**config.mk**
```make
export PLATFORM = sky130hd
export DESIGN_NAME = vedic_16bit_seq_mul
export DESIGN_NICKNAME = d
export VERILOG_FILES = /design/src/rtl/vedic_pkg.sv /design/src/rtl/vedic_8bit_multi.sv /design/src/rtl/vedic_16bit_seq_mul.sv
export SDC_FILE = /design/constraint.sdc
export NUM_CORES = 1
export LEC_CHECK = 0
export CORE_ASPECT_RATIO = 1.25
export CORE_MARGIN = 2
export CORE_UTILIZATION = 30
export CTS_CLUSTER_DIAMETER = 40
export DETAILED_ROUTE_END_ITERATION = 7
export GPL_ROUTABILITY_DRIVEN = 0
export GPL_TIMING_DRIVEN = 0
export PLACE_DENSITY_LB_ADDON = 0.2
export REMOVE_ABC_BUFFERS = 1
export SLEW_MARGIN = 20
export SYNTH_ARGS = -nofsm -noshare
export SYNTH_HDL_FRONTEND = slang
export SYNTH_SLANG_ARGS = --single-unit
```
**constraint.sdc**
```tcl
create_clock -name clk -period 21.4 [get_ports clk]
set_input_delay 6.42 -clock clk [delete_from_list [all_inputs] [get_ports clk]]
set_output_delay 6.42 -clock clk [all_outputs]
set_load 0.05 [all_outputs]
```
**src/rtl/vedic_pkg.sv**
```systemverilog
// vedic_pkg: shared types and constants for the
// sequential Vedic multiplier slice.
package vedic_pkg;

  localparam int OP_W   = 16;
  localparam int HALF_W = 8;
  localparam int RES_W  = 32;

  typedef enum logic [1:0] {
    IDLE,
    MUL,
    DRAIN,
    DONE
  } state_t;

  // Left shift applied to each half-word product
  function automatic logic [4:0] pass_shift(
    input logic [1:0] idx
  );
    logic [4:0] s;
    case (idx)
      2'd0:    s = 5'd0;
      2'd1:    s = 5'd8;
      2'd2:    s = 5'd8;
      default: s = 5'd16;
    endcase
    return s;
  endfunction

endpackage

```
**src/rtl/vedic_8bit_multi.sv**
```systemverilog
// vedic_8bit_multi: combinational 8x8 unsigned
// multiplier built from four 4x4 crosswise terms.
module vedic_8bit_multi (
  input  logic [7:0]  a,
  input  logic [7:0]  b,
  output logic [15:0] p
);

  logic [7:0]  ll;
  logic [7:0]  hl;
  logic [7:0]  lh;
  logic [7:0]  hh;
  logic [15:0] mid;

  assign ll = {4'b0, a[3:0]} * {4'b0, b[3:0]};
  assign hl = {4'b0, a[7:4]} * {4'b0, b[3:0]};
  assign lh = {4'b0, a[3:0]} * {4'b0, b[7:4]};
  assign hh = {4'b0, a[7:4]} * {4'b0, b[7:4]};

  assign mid = {8'b0, hl} + {8'b0, lh};
  assign p   = {hh, ll} + (mid << 4);

endmodule

```
**src/rtl/vedic_16bit_seq_mul.sv**
```systemverilog
// vedic_16bit_seq_mul: 16x16 multiplier that runs four
// passes through one shared 8x8 Vedic core.
module vedic_16bit_seq_mul
  import vedic_pkg::*;
#(
  parameter int MUL_PIPE = 0
) (
  input  logic              clk,
  input  logic              rst_n,
  input  logic              in_valid,
  output logic              in_ready,
  input  logic [OP_W-1:0]   a,
  input  logic [OP_W-1:0]   b,
  output logic              out_valid,
  input  logic              out_ready,
  output logic [RES_W-1:0]  p
);

  state_t state_q;
  state_t state_d;

  logic [OP_W-1:0]     a_q;
  logic [OP_W-1:0]     b_q;
  logic [1:0]          idx_q;
  logic [RES_W-1:0]    acc_q;
  logic [RES_W-1:0]    prod_q;
  logic [RES_W-1:0]    pp_ext;
  logic [HALF_W-1:0]   a_half;
  logic [HALF_W-1:0]   b_half;
  logic [2*HALF_W-1:0] pp;

  // idx bit 0 picks the high byte of a, bit 1 of b
  assign a_half = idx_q[0] ? a_q[OP_W-1:HALF_W]
                           : a_q[HALF_W-1:0];
  assign b_half = idx_q[1] ? b_q[OP_W-1:HALF_W]
                           : b_q[HALF_W-1:0];

  vedic_8bit_multi u_core (
    .a (a_half),
    .b (b_half),
    .p (pp)
  );

  assign pp_ext = {{(RES_W-2*HALF_W){1'b0}}, pp}
                  << pass_shift(idx_q);

  assign in_ready  = (state_q == IDLE);
  assign out_valid = (state_q == DONE);
  assign p         = acc_q;

  // State register
  always_ff @(posedge clk or negedge rst_n) begin
    if (!rst_n) state_q <= IDLE;
    else        state_q <= state_d;
  end

  // Next-state: four passes, optional drain, hold result
  always_comb begin
    state_d = state_q;
    unique case (state_q)
      IDLE:  if (in_valid) state_d = MUL;
      MUL:   if (idx_q == 2'd3)
               state_d = (MUL_PIPE != 0) ? DRAIN : DONE;
      DRAIN: state_d = DONE;
      DONE:  if (out_ready) state_d = IDLE;
      default: state_d = IDLE;
    endcase
  end

  // Operand latch, pass index, product reg and accumulator
  always_ff @(posedge clk or negedge rst_n) begin
    if (!rst_n) begin
      a_q    <= '0;
      b_q    <= '0;
      idx_q  <= '0;
      acc_q  <= '0;
      prod_q <= '0;
    end else begin
      unique case (state_q)
        IDLE: if (in_valid) begin
          a_q    <= a;
          b_q    <= b;
          idx_q  <= '0;
          acc_q  <= '0;
          prod_q <= '0;
        end
        MUL: begin
          idx_q <= idx_q + 2'd1;
          if (MUL_PIPE != 0) begin
            prod_q <= pp_ext;
            acc_q  <= acc_q + prod_q;
          end else begin
            acc_q  <= acc_q + pp_ext;
          end
        end
        DRAIN: acc_q <= acc_q + prod_q;
        default: ;
      endcase
    end
  end

endmodule

```
==> results of run 1 <==
-- final cells by class --
type | instances | area, sq um
repair buffers | 71 | 727
fillers | 2408 | 14600
clock buffers | 9 | 225
inverters | 74 | 278
flip-flops and latches | 68 | 1700
multi-input cells | 629 | 4980
well taps | 288 | 360
clock inverters | 7 | 83.8
-- cell usage after synthesis, drive strengths merged, types with 12 or more instances --
cell type   n
ha         92
nor2       85
inv        73
dfrtp      68
nand2      51
a21oi      44
o21ai      43
mux2       34
fa         28
or2        26
xnor2      25
a21o       24
mux2i      20
xor2       17
nand3      15
clkbuf     12
-- per-stage QoR --
stage / hold WS [ns] / worst slack [ns] / instances / util
global route: 0.516 / 11.90 / 1146 / 0.364
global placement: 0.487 / 11.21 / 1128 / 0.348
finish: 0.502 / 12.53 / 1146 / 0.364
detailed placement: 0.492 / 12.45 / 1130 / 0.351
floorplan: 0.479 / 13.46 / 771 / -
CTS: 0.505 / 12.41 / 1146 / 0.364
-- worst paths after layout --
check                      startpoint       to  cells after the start
max                          idx_q[1]    p[30]                     29
min                            a_q[7]   a_q[7]                      1
max reg2reg                  idx_q[1]    p[30]                     29
min reg2reg                    a_q[7]   a_q[7]                      1
max in group asynchronous       rst_n  b_q[12]                      2
min in group asynchronous       rst_n     p[8]                      1
-- routing by layer --
layer,GRT usage,vias up,share of wire
li1,-,2884,-
met1,0.180,2714,0.45
met2,0.273,102,0.50
met3,0.0241,20,0.028
met4,0.0467,0,0.017
met5,0,-,0
-- state kept, by name, summed over array words and instances (netlist names) --
register	count
p	32
state_q	2
idx_q	2
b_q	16
a_q	16
-- logic make-up after synthesis --
kind of cell / after synthesis / share of synthesized area
flip-flops: 68 / 0.243
multiplexers: 54 / 0.0832
buffers and inverters: 90 / 0.0482
XOR/XNOR: 42 / 0.0525
adder cells (fa/ha/maj): 120 / 0.244
AND/OR/NAND/NOR: 230 / 0.156
AO/OA/AOI/OAI: 183 / 0.174
==> impl_results.md, run 1 <==
* Crit end category: flop
* Vias in the first global route at 5,826
* Final-report max-slew violation count at 0
* DRT Pass-1 Iters at 4
* Clk_lat worst skew at 0.36 ns
* Clock buffer depth at 2
* Port buffer count at 69
* Tightest Pin Transition at 0.886 ns
* Overall global routing resource usage at 0.150
* Placed inst area at 0.00805 sq mm
* Mapped cell area at 0.00701 sq mm
* CTS Buf Count at 9
* First-pass GRT wire length at 29.4 mm
* I/O Pins at 70
* RSZ-0062 raised after global routing: no
* Die X at 141 microns
* Setup Skew at 0.0135 ns
* Post-route cell area at 0.00836 sq mm
* Worst slew margin at 0.393
* Congestion Overflow GR at 0
* Peak Freq at 113 MHz
* Detail Route Antenna Nets at 0
* Most used DFF post-synth: dfrtp_1
* Final hold violation count at 0
* Die ar. at 0.0246 sq mm
* Root Buffer: clkbuf_16
* Final setup fails at 0
* Gates resized, CTS repair at 0
* Synth cell types at 60
* Setup TNS at 0 ns
* R2R setup slack at 12.53 ns
* Most used cell, CP: fa_1
* Worst path bufs/invs at 4
* CTS tree: built
* FP Rows at 62
* Commonest cells after routing, fill and taps aside: ha_1 (92), nor2_1 (85), inv_1 (73)
* Worst path top cell family by delay: adder cells
* Initial antenna violation count at 0
* Final #Nets at 1,009
* Share of the synthesized area in the top cell type at 0.243
* CTS sink cnt at 68
* HPWL Detailed at 14.0 mm
* Minimum clock period at 8.87 ns
* Yosys warns at 0
* Layout cells sized above 1 at 0.104
* Crit Path Max Fanout at 11
* WP data required at 21.65 ns
* CTS clock-pin slew for the worst setup and hold paths at 0.07 ns
* Post-CTS setup buffer count at 0
* Hold WC Path Type: reg2reg
* Critical path class: reg2reg
* P&R area growth vs syn at 19.3%
* Vias at 5,720
* WL/cell at 15.5 microns
* Slowest library cell on the worst path: mux2i_1
* Max incr delay on CP at 0.79 ns
* Vias per inst at 4.99
* Post-synthesis cell type with the largest combined area: dfrtp_1
* DRC Markers at 0
* Number of flops mapped to enable cells by yosys at 0
* Final WL at 17.7 mm
* Die height at 175 microns
* Flop and latch count out of synthesis at 68
* Sequential fraction of the synthesis area at 0.243
* Area contributors post-synth: dfrtp_1 (24%), ha_1 (16%), fa_1 (8.0%)
* Antenna Cells at 0
* DRT iter0 DRCs at 232
* CP Data Arrival Time at 9.12 ns
* Asr flop ratio synth at 1.00
* Synth Instances at 787
* Hold Buf Count CTS at 0
* Most common cell after layout, fill and taps aside: ha_1
* Worst Setup Start Kind: flop
* Syn avg cell area at 8.90 sq um
* Initial Util at 0.305
* H-tree depth at 3
* Tcrit/Tclk final at 0.415
* Largest net degree at the start of global routing at 44
* Core area at 0.0230 sq mm
* Status: finished, final reports clean
* Maxcap violations at 0
Power of run 1 is not shown: default switching activity piles up to over one toggle a cycle in this logic, so the estimate is an artifact.
==> run 2: changes to the inputs <==
- clock period: 21.4 -> 7.87 ns (I/O delays scaled with it)
==> impl_results.md, run 2 (synthesized netlist as in run 1, its figures left out) <==
* Met3 usage in global routing at 0.0247
* Slowest library cell on the worst path: dfrtp_4
* Congestion Overflow GR at 0
* Worst setup startpoint: idx_q[0]
* Max reg flops at 32
* Final WL at 18.8 mm
* Tightest Pin Transition at 0.795 ns
* Initial Util at 0.305
* First-pass GRT wire length at 30.6 mm
* R2R setup slack at 0.24 ns
* CTS clock-pin slew for the worst setup and hold paths at 0.07 ns
* Status: finished, final reports clean
* Worst slew margin at 0.470
* Crit end category: flop
* Overall global routing resource usage at 0.156
* Final-report max-slew violation count at 0
* Maxcap violations at 0
* Clk_lat worst skew at 0.36 ns
* RR Endpoint: p[30]
* H-tree depth at 3
* Final #Nets at 1,043
* R2R cell count at 30
* WP data required at 8.12 ns
* Max incr delay on CP at 0.60 ns
* Final hold violation count at 0
* Antenna Cells at 0
* Commonest cells after routing, fill and taps aside: ha_1 (85), nor2_1 (83), inv_1 (72)
* Hold WC Path Type: reg2reg
* Final setup fails at 0
* Met1 Track Usage GR at 0.183
* GRT met2 Usage at 0.286
* Die height at 175 microns
* Hold Buf Count CTS at 0
* CP Capture Point: p[30]
* Hold slack at 0.511 ns
* Minimum clock period at 7.63 ns
* Core area at 0.0230 sq mm
* Layout cells sized above 1 at 0.203
* CP Data Arrival Time at 7.88 ns
* DRC Markers at 0
* Die X at 141 microns
* CTS sink cnt at 68
* Reg-to-Reg Start: idx_q[0]
* RSZ-0062 raised after global routing: yes
* Critical path class: reg2reg
* Detail Route Antenna Nets at 0
* Root Buffer: clkbuf_16
* Worst path bufs/invs at 4
* Placed inst area at 0.00805 sq mm
* DRT iter0 DRCs at 263
* Crit Path Max Fanout at 8
* Die ar. at 0.0246 sq mm
* FP Rows at 62
* P&R area growth vs syn at 29.6%
* Port buffer count at 69
* CTS tree: built
* CTS Buf Count at 9
* Largest net degree at the start of global routing at 44
* Peak Freq at 131 MHz
* Setup Skew at 0.0105 ns
* Most common cell after layout, fill and taps aside: ha_1
* Worst Setup Start Kind: flop
* Stages on the worst setup path at 30
* Vias at 5,920
* Post-route cell area at 0.00908 sq mm
* HPWL Detailed at 14.0 mm
* Tcrit/Tclk final at 0.970
* Top Usage Layer GRT: met2
* DRT Pass-1 Iters at 4
* Vias per inst at 5.02
* Worst path top cell family by delay: adder cells
* Initial antenna violation count at 0
* Clock buffer depth at 2
* I/O Pins at 70
* WL/cell at 15.9 microns
* Vias in the first global route at 6,065
==> run 2: cell types whose count changed in the layout (fill, tap and decap cells not counted), sizes merged <==
cell  change
buf      +34
==> run 2: worst min-delay path by stage <==
stage	from	end	slack, ns	cells past startpoint
after global placement	b_q[11]	b_q[11]	0.49	1
after floorplan	a_q[0]	a_q[0]	0.48	1
after detailed placement	a_q[7]	a_q[7]	0.49	1
after global routing	b_q[8]	b_q[8]	0.52	1
final	b_q[8]	b_q[8]	0.51	1
after CTS	a_q[7]	a_q[7]	0.51	1
==> run 2: final cells by class <==
class,instances,area (sq um)
well taps,288,360
fillers,2352,13900
clock buffers,9,225
clock inverters,7,83.8
repair buffers,105,990
inverters,74,278
flip-flops and latches,68,1710
multi-input cells,629,5440
==> run 2: per-layer routing <==
layer  up-vias  share of wire
met5         -              0
met1      2809           0.43
met2       106           0.51
met3        33          0.028
met4         0          0.028
li1       2972              -
==> run 2: through the flow <==
step           setup slack (ns)  std cells  TNS [ns]   util
2_1_floorplan             0.161        771         0      -
6_report                  0.237       1180         0  0.396
5_1_grt                 -0.0426       1180   -0.0975  0.396
4_1_cts                 0.00301       1163         0  0.383
3_3_place_gp              -1.14       1128    -11.39  0.348
3_5_place_dp              -1.08       1130    -11.22  0.351
==> run 2: repair_timing <==
action	CTS	global route
pin swaps	12	26
gates resized for setup	59	37
setup buffers	17	17
setup endpoints to repair	18	15
Power of run 2 is left out for the same reason.
